==> config.mk <==
export PLATFORM = sky130hd
export DESIGN_NAME = frame_bank_ctrl
export DESIGN_NICKNAME = d
export VERILOG_FILES = /design/src/rtl/frame_bank_ctrl.sv
export SDC_FILE = /design/constraint.sdc
export NUM_CORES = 1
export LEC_CHECK = 0
export ABC_AREA = 1
export BUFFER_PORTS_ARGS = -buffer_cell sky130_fd_sc_hd__clkbuf_2
export CAP_MARGIN = 20
export CORE_ASPECT_RATIO = 1.4
export CORE_MARGIN = 1
export CORE_UTILIZATION = 48
export CTS_CLUSTER_SIZE = 16
export DETAILED_ROUTE_END_ITERATION = 8
export GPL_TIMING_DRIVEN = 0
export PLACE_DENSITY = 0.81
export SLEW_MARGIN = 0
export SYNTH_ARGS = -nofsm -noshare
export SYNTH_HDL_FRONTEND = slang
export SYNTH_SLANG_ARGS = --single-unit
==> constraint.sdc <==
create_clock -name SDRAM_oCLK -period 1.81 [get_ports SDRAM_oCLK]
set_input_delay 0.543 -clock SDRAM_oCLK [delete_from_list [all_inputs] [get_ports SDRAM_oCLK]]
set_output_delay 0.543 -clock SDRAM_oCLK [all_outputs]
set_load 0.02 [all_outputs]
==> src/rtl/frame_bank_ctrl.sv <==
`default_nettype none
// +--------------------------------------------------------------------------+
// | frame_bank_ctrl : per-channel write/latest/read bank rotation so VGA      |
// |                   readout never tears against CMOS frame writes.          |
// | Rev 1.0                                                                   |
// +--------------------------------------------------------------------------+
module frame_bank_ctrl #(
  parameter int                ADDR_W    = 24,
  parameter logic [ADDR_W-1:0] CH1_BASE  = 24'h000000,
  parameter logic [ADDR_W-1:0] CH2_BASE  = 24'h300000,
  parameter logic [ADDR_W-1:0] BANK_SIZE = 24'h100000
) (
  input  logic              SDRAM_oCLK,
  input  logic              RST,
  input  logic              WR1_LOAD,
  input  logic              WR2_LOAD,
  input  logic              RD1_LOAD,
  output logic [ADDR_W-1:0] WR1_ADDR,
  output logic [ADDR_W-1:0] WR2_ADDR,
  output logic [ADDR_W-1:0] RD1_ADDR1,
  output logic [ADDR_W-1:0] RD1_ADDR2,
  output logic              WR1_LOAD_O,
  output logic              WR2_LOAD_O,
  output logic              RD1_LOAD_O,
  output logic              RD1_VALID,
  output logic [7:0]        WR1_DROP_CNT,
  output logic [7:0]        WR2_DROP_CNT
);

  logic [1:0] w_wr_load;
  logic       r_rd_load_o;
  logic       r_rd_valid;

  assign w_wr_load = {WR2_LOAD, WR1_LOAD};

  for (genvar c = 0; c < 2; c++) begin : g_ch
    localparam logic [ADDR_W-1:0] c_BASE  = (c == 0) ? CH1_BASE : CH2_BASE;
    localparam logic [ADDR_W-1:0] c_ADDR0 = c_BASE;
    localparam logic [ADDR_W-1:0] c_ADDR1 = c_BASE + BANK_SIZE;
    localparam logic [ADDR_W-1:0] c_ADDR2 = c_BASE + BANK_SIZE + BANK_SIZE;

    logic [1:0]        r_w, r_l, r_r;
    logic              r_fresh, r_started, r_valid;
    logic [7:0]        r_drop;
    logic [ADDR_W-1:0] r_wr_addr, r_rd_addr;
    logic              r_load_o;

    logic [1:0]        w_w_nx, w_l_nx, w_r_nx;
    logic              w_fresh_nx, w_started_nx, w_valid_nx, w_drop_inc;

    function automatic logic [ADDR_W-1:0] bank_addr(input logic [1:0] idx);
      case (idx)
        2'd1:    bank_addr = c_ADDR1;
        2'd2:    bank_addr = c_ADDR2;
        default: bank_addr = c_ADDR0;
      endcase
    endfunction

    // Write completion is applied first, so a coincident read picks up the
    // frame that just finished (net effect: r<=w, w<=l, l<=r).
    always_comb begin
      w_w_nx       = r_w;
      w_l_nx       = r_l;
      w_r_nx       = r_r;
      w_fresh_nx   = r_fresh;
      w_started_nx = r_started | w_wr_load[c];
      w_valid_nx   = r_valid;
      w_drop_inc   = 1'b0;
      if (w_wr_load[c] && r_started) begin
        w_drop_inc = r_fresh;
        w_w_nx     = r_l;
        w_l_nx     = r_w;
        w_fresh_nx = 1'b1;
      end
      if (RD1_LOAD && w_fresh_nx) begin
        w_r_nx     = w_l_nx;
        w_l_nx     = r_r;
        w_fresh_nx = 1'b0;
        w_valid_nx = 1'b1;
      end
    end

    always_ff @(posedge SDRAM_oCLK or posedge RST) begin
      if (RST) begin
        r_w       <= 2'd0;
        r_l       <= 2'd1;
        r_r       <= 2'd2;
        r_fresh   <= 1'b0;
        r_started <= 1'b0;
        r_valid   <= 1'b0;
        r_drop    <= 8'd0;
        r_wr_addr <= c_ADDR0;
        r_rd_addr <= c_ADDR2;
        r_load_o  <= 1'b0;
      end else begin
        r_w       <= w_w_nx;
        r_l       <= w_l_nx;
        r_r       <= w_r_nx;
        r_fresh   <= w_fresh_nx;
        r_started <= w_started_nx;
        r_valid   <= w_valid_nx;
        r_wr_addr <= bank_addr(w_w_nx);
        r_rd_addr <= bank_addr(w_r_nx);
        r_load_o  <= w_wr_load[c];
        if (w_drop_inc && (r_drop != 8'hFF))
          r_drop <= r_drop + 8'd1;
      end
    end
  end

  always_ff @(posedge SDRAM_oCLK or posedge RST) begin
    if (RST) begin
      r_rd_load_o <= 1'b0;
      r_rd_valid  <= 1'b0;
    end else begin
      r_rd_load_o <= RD1_LOAD;
      r_rd_valid  <= g_ch[0].w_valid_nx & g_ch[1].w_valid_nx;
    end
  end

  assign WR1_ADDR     = g_ch[0].r_wr_addr;
  assign WR2_ADDR     = g_ch[1].r_wr_addr;
  assign RD1_ADDR1    = g_ch[0].r_rd_addr;
  assign RD1_ADDR2    = g_ch[1].r_rd_addr;
  assign WR1_LOAD_O   = g_ch[0].r_load_o;
  assign WR2_LOAD_O   = g_ch[1].r_load_o;
  assign RD1_LOAD_O   = r_rd_load_o;
  assign RD1_VALID    = r_rd_valid;
  assign WR1_DROP_CNT = g_ch[0].r_drop;
  assign WR2_DROP_CNT = g_ch[1].r_drop;

endmodule
`default_nettype wire

# Word level (Yosys, flattened, before mapping)
# Cells that the tools add are included.
# W data, S select, Z words.
# totals
out_inout_bits	116
elab_cells	63
reg_bits	134
inputBits	5
# op_classes
n_reduce_logical	6
n_eq_ne	10
mux	20
bitwise	3
add_sub_neg	2
# op_table
cell	n
$pmux W23 S2	2
$pmux W22 S2	2
$add A8 B1 Y8 const B	2
$mux W2	8
$ne A8 B8 Y1 const B	2
$eq A2 B1 Y1 const B	4
$eq A2 B2 Y1 const B	4
$mux W1	8
$logic_and A1 B1 Y1	6
$or A1 B1 Y1	2
$and A1 B1 Y1	1

# Logic depth before layout (Yosys ltp)
# Gate-level depths: netlist (run 1).
# logic_depth
ltp_word	6
depth_mapped	8
depth_no_buf	7

# Worst setup path after synthesis (run 1)
# Ideal clock, no wire load.
# synth_path
kind	input-to-reg
start	in WR2_LOAD
end	reg g_ch[1].r_wr_addr[22] (netlist: WR2_ADDR[22])
n_path_buf	1
cell_stages	6
setup_ps	114
t_required_ps	1696
arrival_ps	1266
path_slack_ps	429
cell_sequence	nand2_2 -> buf_6 -> o21ai_0 -> inv_1 -> ha_1 -> inv_1
# synth_via
elab_chain_len	4
elab_cells_between_ends	5
classes_between	eq/ne (2); mux (2); reduce/logical (1)
# synth_rtl
element	line	rtl
start, declared	16	input logic WR2_LOAD,
$logic_and A1 B1 Y1 (*)	69	if (w_wr_load[c] && r_started) begin
$mux W2 (*)	69	
named net g_ch[1].w_w_nx[1]	48	logic [1:0] w_w_nx, w_l_nx, w_r_nx;
$eq A2 B2 Y1 / $eq A2 B1 Y1 (equally long branches)	52	case (idx)
$pmux W23 S2 (*)	52	
end signal, assigned	92	r_wr_addr <= c_ADDR0;
end signal, assigned	102	r_wr_addr <= bank_addr(w_w_nx);
end, declared	45	logic [ADDR_W-1:0] r_wr_addr, r_rd_addr;
# The timed path passes the listed nets; every way through them passes the cells marked *.
# A chain may end at the register's enable or synchronous reset.

# Worst setup path in the final report (run 1)
# layout_path
start	reg g_ch[0].r_drop[2] (netlist: WR1_DROP_CNT[2])
end	out WR1_DROP_CNT[2]
# layout_rtl
element	line	rtl
start, declared	44	logic [7:0] r_drop;
start signal, assigned	106	r_drop <= r_drop + 8'd1;
end, declared	26	output logic [7:0] WR1_DROP_CNT,
# No word-level cell between the ends.

==> flow_summary.ini, run 1 <==
[outcome]
status = completed

[floorplan]
start_util_pct = 49.6
die_h_um = 93.8
ios = 121
die_w_um = 67.6
rows = 33
core_area_um2 = 5820
dieArea_um2 = 6330

[setup_path]
max_stage_delay_ns = 0.47
arrival_ns = 0.99
r2r_setup_slack_ns = 0.37
worstSetupPathType = reg2out
startpoint = WR1_DROP_CNT[2]
crit_cells = 1
crit_chain = clkbuf_2
crit_fanout = 7
worstPathRequired_ns = 1.27
endpoint_kind = output pin
reg2reg_depth = 6
endpoint = WR1_DROP_CNT[2]
path_buf_inv = 1
cp_slowest_cell = dfrtp_1
worstSetupStartpointType = flop
worstReg2RegEnd = WR2_ADDR[22]
rr_startpoint = g_ch[1].r_started
crit_family = flip-flops

[placement]
hpwl_mm = 3.78
gp_congestion = 0.833
portBuffers = 34
placed_area_um2 = 3480

[global_route]
grt_max_degree = 34
grt_pass1_vias = 1992
grt_pass1_wl_mm = 7.90
overflow = 0
antenna_found_initial = 0
track_usage_pct = 16.3

[yosys]
synth.avg_cell_area_um2 = 8.32
synth_warnings = 0
synth_seq_cells = 48
yosysTopAreaCell = dfrtp_1
netlist_area_um2 = 2890
yosysUniqueCellTypes = 24
synth_top_area_share_pct = 33.8
ys_top_cells_by_area = dfrtp_1 (34%), buf_4 (23%), nand2_1 (10%), dfstp_2 (8.2%), inv_1 (5.2%)
syn_inst = 347
ys_seq_area_share_pct = 42.0

[detailed_routing]
vias = 2206
firstDrtPassIters = 4
drt-total-wl_mm = 4.78
wl_per_cell_um = 8.77
via_per_inst = 4.05
antenna_left = 0
drc = 0
drtIter0Drc = 116

[clock_network]
cts_setup_buffers = 0
cts_resized = 0
clk_latency_ns = 0.31
cts_max_level = 2
numCtsBuffers = 5
cts_hold_buf = 0
clock_sinks = 48
clock-root-buffer = clkbuf_8
clkTransAtPathRegs_ns = 0.10
cts_tree = yes
cts_max_path_buffers = 2

[layout]
fin_area_um2 = 3610
final_nets = 482
multi_input_area_um2 = 1170
num_antenna_cells = 0
syn_to_final_growth_pct = 24.9
regArea_um2 = 1210
drive_gt1_share_pct = 35.4
fillCellCount = 517

[sta]
slew_violations = 0
min_period_over_period_pct = 84.7
fin_hold_ws_ns = 0.182
post-route-min-period_ns = 1.53
skew_ns = 0.00975
rsz0062_at_grt = false
tns_ns = 0
fmax_mhz = 652
setup_viol = 0
hold_viol = 0

[pwr]
peakVddDrop_v = 0.000666
cellPowerDensity_nw_per_um2 = 1020
p_leak_nw = 2.10

[flow_run]
cap_violations = 0

[hold_path]
hold_class = in2async
## synthesized netlist by cell type
| master | number |
|---|---|
| buf_2 | 1 |
| nand2_2 | 10 |
| a21oi_2 | 4 |
| dfrtp_1 | 39 |
| nand3b_1 | 1 |
| o21ai_0 | 22 |
| ha_1 | 3 |
| nand3_1 | 15 |
| buf_4 | 87 |
| conb_1 | 1 |
| dfstp_2 | 9 |
| or2_2 | 4 |
| buf_6 | 1 |
| nand2_4 | 4 |
| inv_1 | 40 |
| o21bai_1 | 1 |
| inv_2 | 2 |
| nand2_1 | 79 |
| xor2_1 | 6 |
| nor2_2 | 2 |
| a21oi_1 | 2 |
| xnor2_1 | 2 |
| nor2_1 | 10 |
| nand4_1 | 2 |
## cell families (layout without fill, tap and decap cells)
family	Yosys count	in the layout	synth area share (%)
other cells	1	86	0.130
fa+ha+maj	3	3	1.30
xor+xnor	8	8	2.43
compound gates	29	29	5.63
flops	48	48	42.0
simple gates	127	127	19.9
buf+inv	131	174	28.6
## cell type report
class	instances	share of cell area (%)
clock buffers	6	2.29
inverters	42	4.37
plain buffers	89	18.6
repair buffers	35	5.27
flip-flops and latches	48	33.6
multi-input cells	253	32.4
well taps	70	2.43
clock inverters	2	1.08
## how the worst min path moves through the flow
stage	from	to	slack [ns]
final	RST	WR2_DROP_CNT[0]	0.18
after detailed placement	g_ch[1].r_valid	g_ch[1].r_valid	0.44
after CTS	RST	WR2_DROP_CNT[0]	0.19
after floorplan	g_ch[0].r_valid	g_ch[0].r_valid	0.43
after global placement	g_ch[1].r_valid	g_ch[1].r_valid	0.44
after global routing	RST	WR2_DROP_CNT[0]	0.20
## flip-flops by register name, summed over array words and instances (netlist names), 2 cells and up
signal          cells
WR1_DROP_CNT        8
WR2_DROP_CNT        8
g_ch.r_l            4
g_ch.r_r            4
g_ch.r_w            4
RD1_ADDR2           3
WR2_ADDR            3
RD1_ADDR1           2
WR1_ADDR            2
g_ch.r_fresh        2
g_ch.r_started      2
g_ch.r_valid        2
## metrics by stage
step / worst slack, ns / power, mW / cells / util, %
global route: 0.203 / 3.93 / 545 / 61.9
detailed placement: 0.133 / 2.88 / 537 / 59.9
finish: 0.276 / 3.68 / 545 / 61.9
global placement: -0.488 / 2.82 / 536 / 59.5
floorplan: 0.137 / 2.55 / 432 / -
CTS: 0.262 / 3.71 / 545 / 61.9
## where the power goes
group          internal, mW  switching (mW)  total [mW]
combinational         0.475           0.844        1.32
sequential             1.33           0.204        1.54
clock                 0.452           0.368       0.820
## per-layer routing
layer  global-route usage, %  share of wire (%)  wire [um]  vias up
met1                    15.9                 35       1680      971
met3                    3.76                8.8        419        6
li1                        -                  -          -     1134
met5                       0                  0          0        -
met4                    5.67                1.3         60        0
met2                    31.6                 55       2620       95
## placed cells by master (no fill, tap or decap), drive strengths merged
cell / synthesis / final
a21oi: 6 / 6
buf: 89 / 90
bufinv: 0 / 1
clkbuf: 0 / 40
clkinv: 0 / 1
conb: 1 / 86
dfrtp: 39 / 39
dfstp: 9 / 9
ha: 3 / 3
inv: 42 / 42
nand2: 93 / 93
nand3: 15 / 15
nand3b: 1 / 1
nand4: 2 / 2
nor2: 12 / 12
o21ai: 22 / 22
o21bai: 1 / 1
or2: 4 / 4
xnor2: 2 / 2
xor2: 6 / 6
(Power assumes the default switching activity.)
==> run 2, diff against run 1 <==
ABC_AREA = 0   (was 1)
CORE_UTILIZATION = 47   (was 48)
clock period = 1.5 ns   (was 1.81 ns; I/O delays follow)
==> run 2 against run 1 <==
Compared with the run above: critical endpoint is now WR2_DROP_CNT[0]; largest cell class unchanged; highest routed layer unchanged; first-iteration DRC count shrank 42%; combinational power increased by 26%; routed wire length shrank 7.6%; setup slack lost 0.26 ns.
==> flow_summary.ini, run 2 <==
[outcome]
status = completed

[placement]
portBuffers = 34
hpwl_mm = 3.29
placed_area_um2 = 3250
gp_congestion = 0.754

[setup_path]
worstSetupPathType = reg2out
worstSetupStartpointType = flop
crit_chain = buf_4, clkbuf_2
cp_slowest_cell = dfrtp_2
crit_fanout = 3
crit_family = flip-flops
max_stage_delay_ns = 0.44
rr_startpoint = WR1_DROP_CNT[3]
endpoint_kind = output pin
path_buf_inv = 2
worstPathRequired_ns = 1.05
arrival_ns = 1.03
startpoint = WR2_DROP_CNT[0]

[yosys]
synth_commonest_cells = buf_4 (88), dfrtp_1 (39), nand2_1 (13)
ys_top_cells_by_area = dfrtp_1 (37%), buf_4 (25%), dfstp_2 (8.9%), mux2_2 (3.8%), xnor2_1 (2.6%)
yosysMostFrequentCell = buf_4
synth-xor-area-share_pct = 3.61
synthAdderAreaFrac_pct = 1.41
syn_inst = 261
netlist_area_um2 = 2670
synth_warnings = 0
synth_edf_count = 0
muxShareOfSynthArea_pct = 5.72
synth-simple-area-share_pct = 12.0
ys_seq_area_share_pct = 45.4
async_reset_ff_share_pct = 100
synth.avg_cell_area_um2 = 10.2
synth_top_area_share_pct = 36.6
synth_top_family_by_area = buffers and inverters
synth_seq_cells = 48
yosysUniqueCellTypes = 34
synth_compound_gate_area_share_pct = 5.53
synth-main-ff-cell = dfrtp_1
yosysTopAreaCell = dfrtp_1

[sta]
fmax_mhz = 674
slew_violations = 0
setup_viol = 0
skew_ns = 0.00662
tns_ns = 0
hold_viol = 0
min_period_over_period_pct = 99.0
rsz0062_at_grt = true
post-route-min-period_ns = 1.48

[pwr]
p_leak_nw = 1.85
peakVddDrop_v = 0.000637
p_total_mw = 4.59
cellPowerDensity_nw_per_um2 = 1330

[layout]
final_common_cell = buf_4
drive_gt1_share_pct = 43.8
fin_area_um2 = 3460
syn_to_final_growth_pct = 29.7
final_nets = 400
num_antenna_cells = 0
final_cell_mix = buf_4 (92), conb_1 (86), dfrtp_1 (35), clkbuf_2 (34)

[global_route]
grt_pass1_vias = 1685
grt_max_degree = 49
overflow = 0
track_usage_pct = 15.3
grt_pass1_wl_mm = 7.09
antenna_found_initial = 0

[floorplan]
rows = 32
die_w_um = 65.7
die_h_um = 91.2
ios = 121
core_area_um2 = 5490
start_util_pct = 48.7
dieArea_um2 = 5990

[hold_path]
hold_class = in2async

[detailed_routing]
vias = 1890
drtIter0Drc = 67
drt-total-wl_mm = 4.42
firstDrtPassIters = 6
via_per_inst = 4.10
antenna_left = 0
wl_per_cell_um = 9.58
drc = 0

[clock_network]
numCtsBuffers = 5
clkTransAtPathRegs_ns = 0.09
clock-root-buffer = clkbuf_8
clk_latency_ns = 0.30
clock_sinks = 48
cts_tree = yes
cts_hold_buf = 0
cts_max_path_buffers = 2
cts_max_level = 2

[flow_run]
cap_violations = 0
[run 2: cell types whose count changed in the layout (fill, tap and decap cells not counted), sizes merged, moves of 4 or more]
| cell | delta |
|---|---|
| nand3b | +5 |
| mux2i | +4 |
| buf | +4 |
| mux2 | +10 |
| nand3 | -8 |
| nand2b | +7 |
| o21ai | -11 |
| inv | -36 |
| xnor2 | +6 |
| nand2 | -80 |
[run 2: path summary, 6_finish.rpt]
check,endpoint,slack [ns],cells after the start
worst max-delay path,WR2_DROP_CNT[0],0.02,2
worst min-delay path,RD1_VALID,0.15,2
worst max register to register,WR1_DROP_CNT[1],0.05,4
worst min register to register,g_ch[1].r_valid,0.47,1
max in group asynchronous,g_ch[1].r_l[0],0.79,3
min in group SDRAM_oCLK,WR2_LOAD_O,0.31,1
[run 2: area by class of cell]
type,count,area (um2)
plain buffers,90,679
clock inverters,2,35.0
well taps,68,85.1
multi-input cells,201,1120
inverters,7,30.0
repair buffers,39,220
flip-flops and latches,48,1220
fillers,468,2020
clock buffers,6,72.6
[run 2: logic make-up (layout without fill, tap and decap cells)]
kind of cell    after synthesis  in the layout
mux                          14             14
other cells                   1             86
xor+xnor                     11             11
buf+inv                      97            144
simple gates                 61             61
fa+ha+maj                     3              3
flops                        48             48
compound gates               26             26
[run 2: what timing repair did]
action	CTS	global route
endpoints found under the setup margin	2	8
gates cloned	0	0
gates resized for setup	1	10
buffers inserted	3	1
[run 2: worst register-to-register path, stage by stage (launching register included)]
cell      delay, ns
dfrtp_2        0.41
and3_1         0.23
nand3_2        0.15
o21bai_2       0.21
mux2_2         0.35
[run 2: routing by layer]
metal / routed length [um] / up-vias / GRT usage [%]
li1: - / 942 / -
met1: 1550 / 848 / 15.1
met2: 2350 / 93 / 28.3
met3: 430 / 7 / 4.52
met4: 88 / 0 / 6.70
met5: 0 / - / 0
[run 2: power breakdown]
part	total [mW]	internal [mW]	switching, mW	leakage [nW]
logic	1.66	0.704	0.952	1.24
clock network	0.922	0.495	0.427	0.0552
registers	2.01	1.70	0.306	0.554
[run 2: metrics by stage]
stage	setup WS (ns)	hold WS, ns	utilization (%)	instances
CTS	0.00695	0.296	61.7	459
finish	0.0154	0.152	63.1	461
global placement	-0.175	0.443	59.3	448
floorplan	0.0137	0.423	-	346
global route	-0.0213	0.176	63.1	461
detailed placement	-0.210	0.447	59.3	448
==> run 3, diff against run 2 <==
CTS_BUF_LIST = sky130_fd_sc_hd__clkbuf_8 sky130_fd_sc_hd__clkbuf_16   (was unset)
==> run 3 against run 2 <==
Compared with the run above: clock power shrank 0.9%; sequential share of layout area is the same; sequential power is essentially flat; first-iteration DRC count grew 1.5%; die area is the same; critical endpoint unchanged; largest power group unchanged.
==> flow_summary.ini, run 3 (synthesized netlist as in run 2, its figures left out) <==
[clock_network]
cts_hold_buf = 0
cts_max_path_buffers = 2
numCtsBuffers = 5
clock_sinks = 48
cts_tree = yes
clock-root-buffer = clkbuf_8
clk_latency_ns = 0.30
cts_max_level = 2
clkTransAtPathRegs_ns = 0.09

[layout]
final_common_cell = buf_4
regArea_um2 = 1220
fillCellCount = 468
final_nets = 400
fin_area_um2 = 3460
drive_gt1_share_pct = 43.8
multi_input_area_um2 = 1120
num_antenna_cells = 0
final_cell_mix = buf_4 (92), conb_1 (86), dfrtp_1 (35), clkbuf_2 (34)
syn_to_final_growth_pct = 29.7
post-route-util_pct = 63.1
fin_cells = 461

[floorplan]
core_area_um2 = 5490
die_w_um = 65.7
dieArea_um2 = 5990
die_h_um = 91.2
ios = 121
start_util_pct = 48.7
rows = 32

[sta]
min_period_over_period_pct = 99.0
rsz0062_at_grt = true
setup_viol = 0
slew_violations = 0
skew_ns = 0.00605
hold_viol = 0
post-route-min-period_ns = 1.48
fin_ws_ns = 0.0152
fmax_mhz = 673

[setup_path]
worstPathRequired_ns = 1.05
reg2reg_depth = 4
crit_fanout = 3
endpoint_kind = output pin
worstReg2RegEnd = WR1_DROP_CNT[1]
rr_startpoint = WR1_DROP_CNT[3]
worstSetupPathType = reg2out
cp_slowest_cell = dfrtp_2
crit_chain = buf_4, clkbuf_2
arrival_ns = 1.03
path_buf_inv = 2
worstSetupStartpointType = flop
crit_family = flip-flops
r2r_setup_slack_ns = 0.04
max_stage_delay_ns = 0.44

[pwr]
peakVddDrop_v = 0.000637
cellPowerDensity_nw_per_um2 = 1320
p_total_mw = 4.58
p_leak_nw = 1.86

[placement]
hpwl_mm = 3.29
pre_cts_ws_ns = -0.210
placed_area_um2 = 3250
portBuffers = 34
gp_congestion = 0.754
dpl.cell_count = 448

[global_route]
grt_pass1_vias = 1685
grt_pass1_wl_mm = 7.09
track_usage_pct = 15.3
antenna_found_initial = 0
overflow = 0
grt_max_degree = 49

[detailed_routing]
drc = 0
wl_met2_mm = 2.36
drt-total-wl_mm = 4.43
top_layer = met4
drt-met1-wl_mm = 1.56
wl_met3_um = 423
firstDrtPassIters = 6
via_per_inst = 4.09
wl_per_cell_um = 9.62
drtIter0Drc = 68
antenna_left = 0
vias = 1887

[flow_run]
cap_violations = 0

[hold_path]
hold_class = in2async

[outcome]
status = completed
==> run 3: cell types whose count changed in the layout (fill, tap and decap cells not counted) <==
cell	delta
clkbuf_1	-1
inv_1	+1
==> run 3: worst max-delay path by stage <==
stage                     from               to  cells past startpoint
3_5_place_dp          WR2_LOAD     WR2_ADDR[22]                      6
6_report       WR2_DROP_CNT[0]  WR2_DROP_CNT[0]                      2
2_1_floorplan  WR1_DROP_CNT[5]  WR1_DROP_CNT[1]                      4
5_1_grt        WR2_DROP_CNT[0]  WR2_DROP_CNT[0]                      2
4_1_cts        WR2_DROP_CNT[1]  WR2_DROP_CNT[6]                      5
3_3_place_gp          WR2_LOAD     WR2_ADDR[22]                      6
==> run 3: area by class of cell <==
cell class	count	share of cell area [%]
plain buffers	90	19.6
clock buffers	5	1.99
clock inverters	3	1.12
inverters	7	0.867
multi-input cells	201	32.4
flip-flops and latches	48	35.2
well taps	68	2.46
repair buffers	39	6.36
==> run 3: per-layer routing <==
layer,GRT usage (%),up-vias
met4,6.70,0
met1,15.1,849
met5,0,-
met2,28.3,89
met3,4.52,7
li1,-,942
==> run 3: power by group <==
group	switching (mW)	internal, mW	total (mW)
combinational	0.952	0.704	1.66
sequential	0.306	1.70	2.01
clock	0.426	0.488	0.914
==> run 3: through the flow <==
stage	hold slack, ns	TNS, ns
after detailed placement	0.447	-0.809
after CTS	0.296	0
final	0.153	0
after floorplan	0.423	0
after global routing	0.176	-0.0213
after global placement	0.443	-0.548
==> run 3: what timing repair did <==
| item | 4_1_cts | 5_1_grt |
|---|---|---|
| endpoints found under the hold margin | 0 | 0 |
| gates resized for setup | 1 | 10 |
| setup endpoints to repair | 2 | 8 |
| buffers inserted | 3 | 1 |
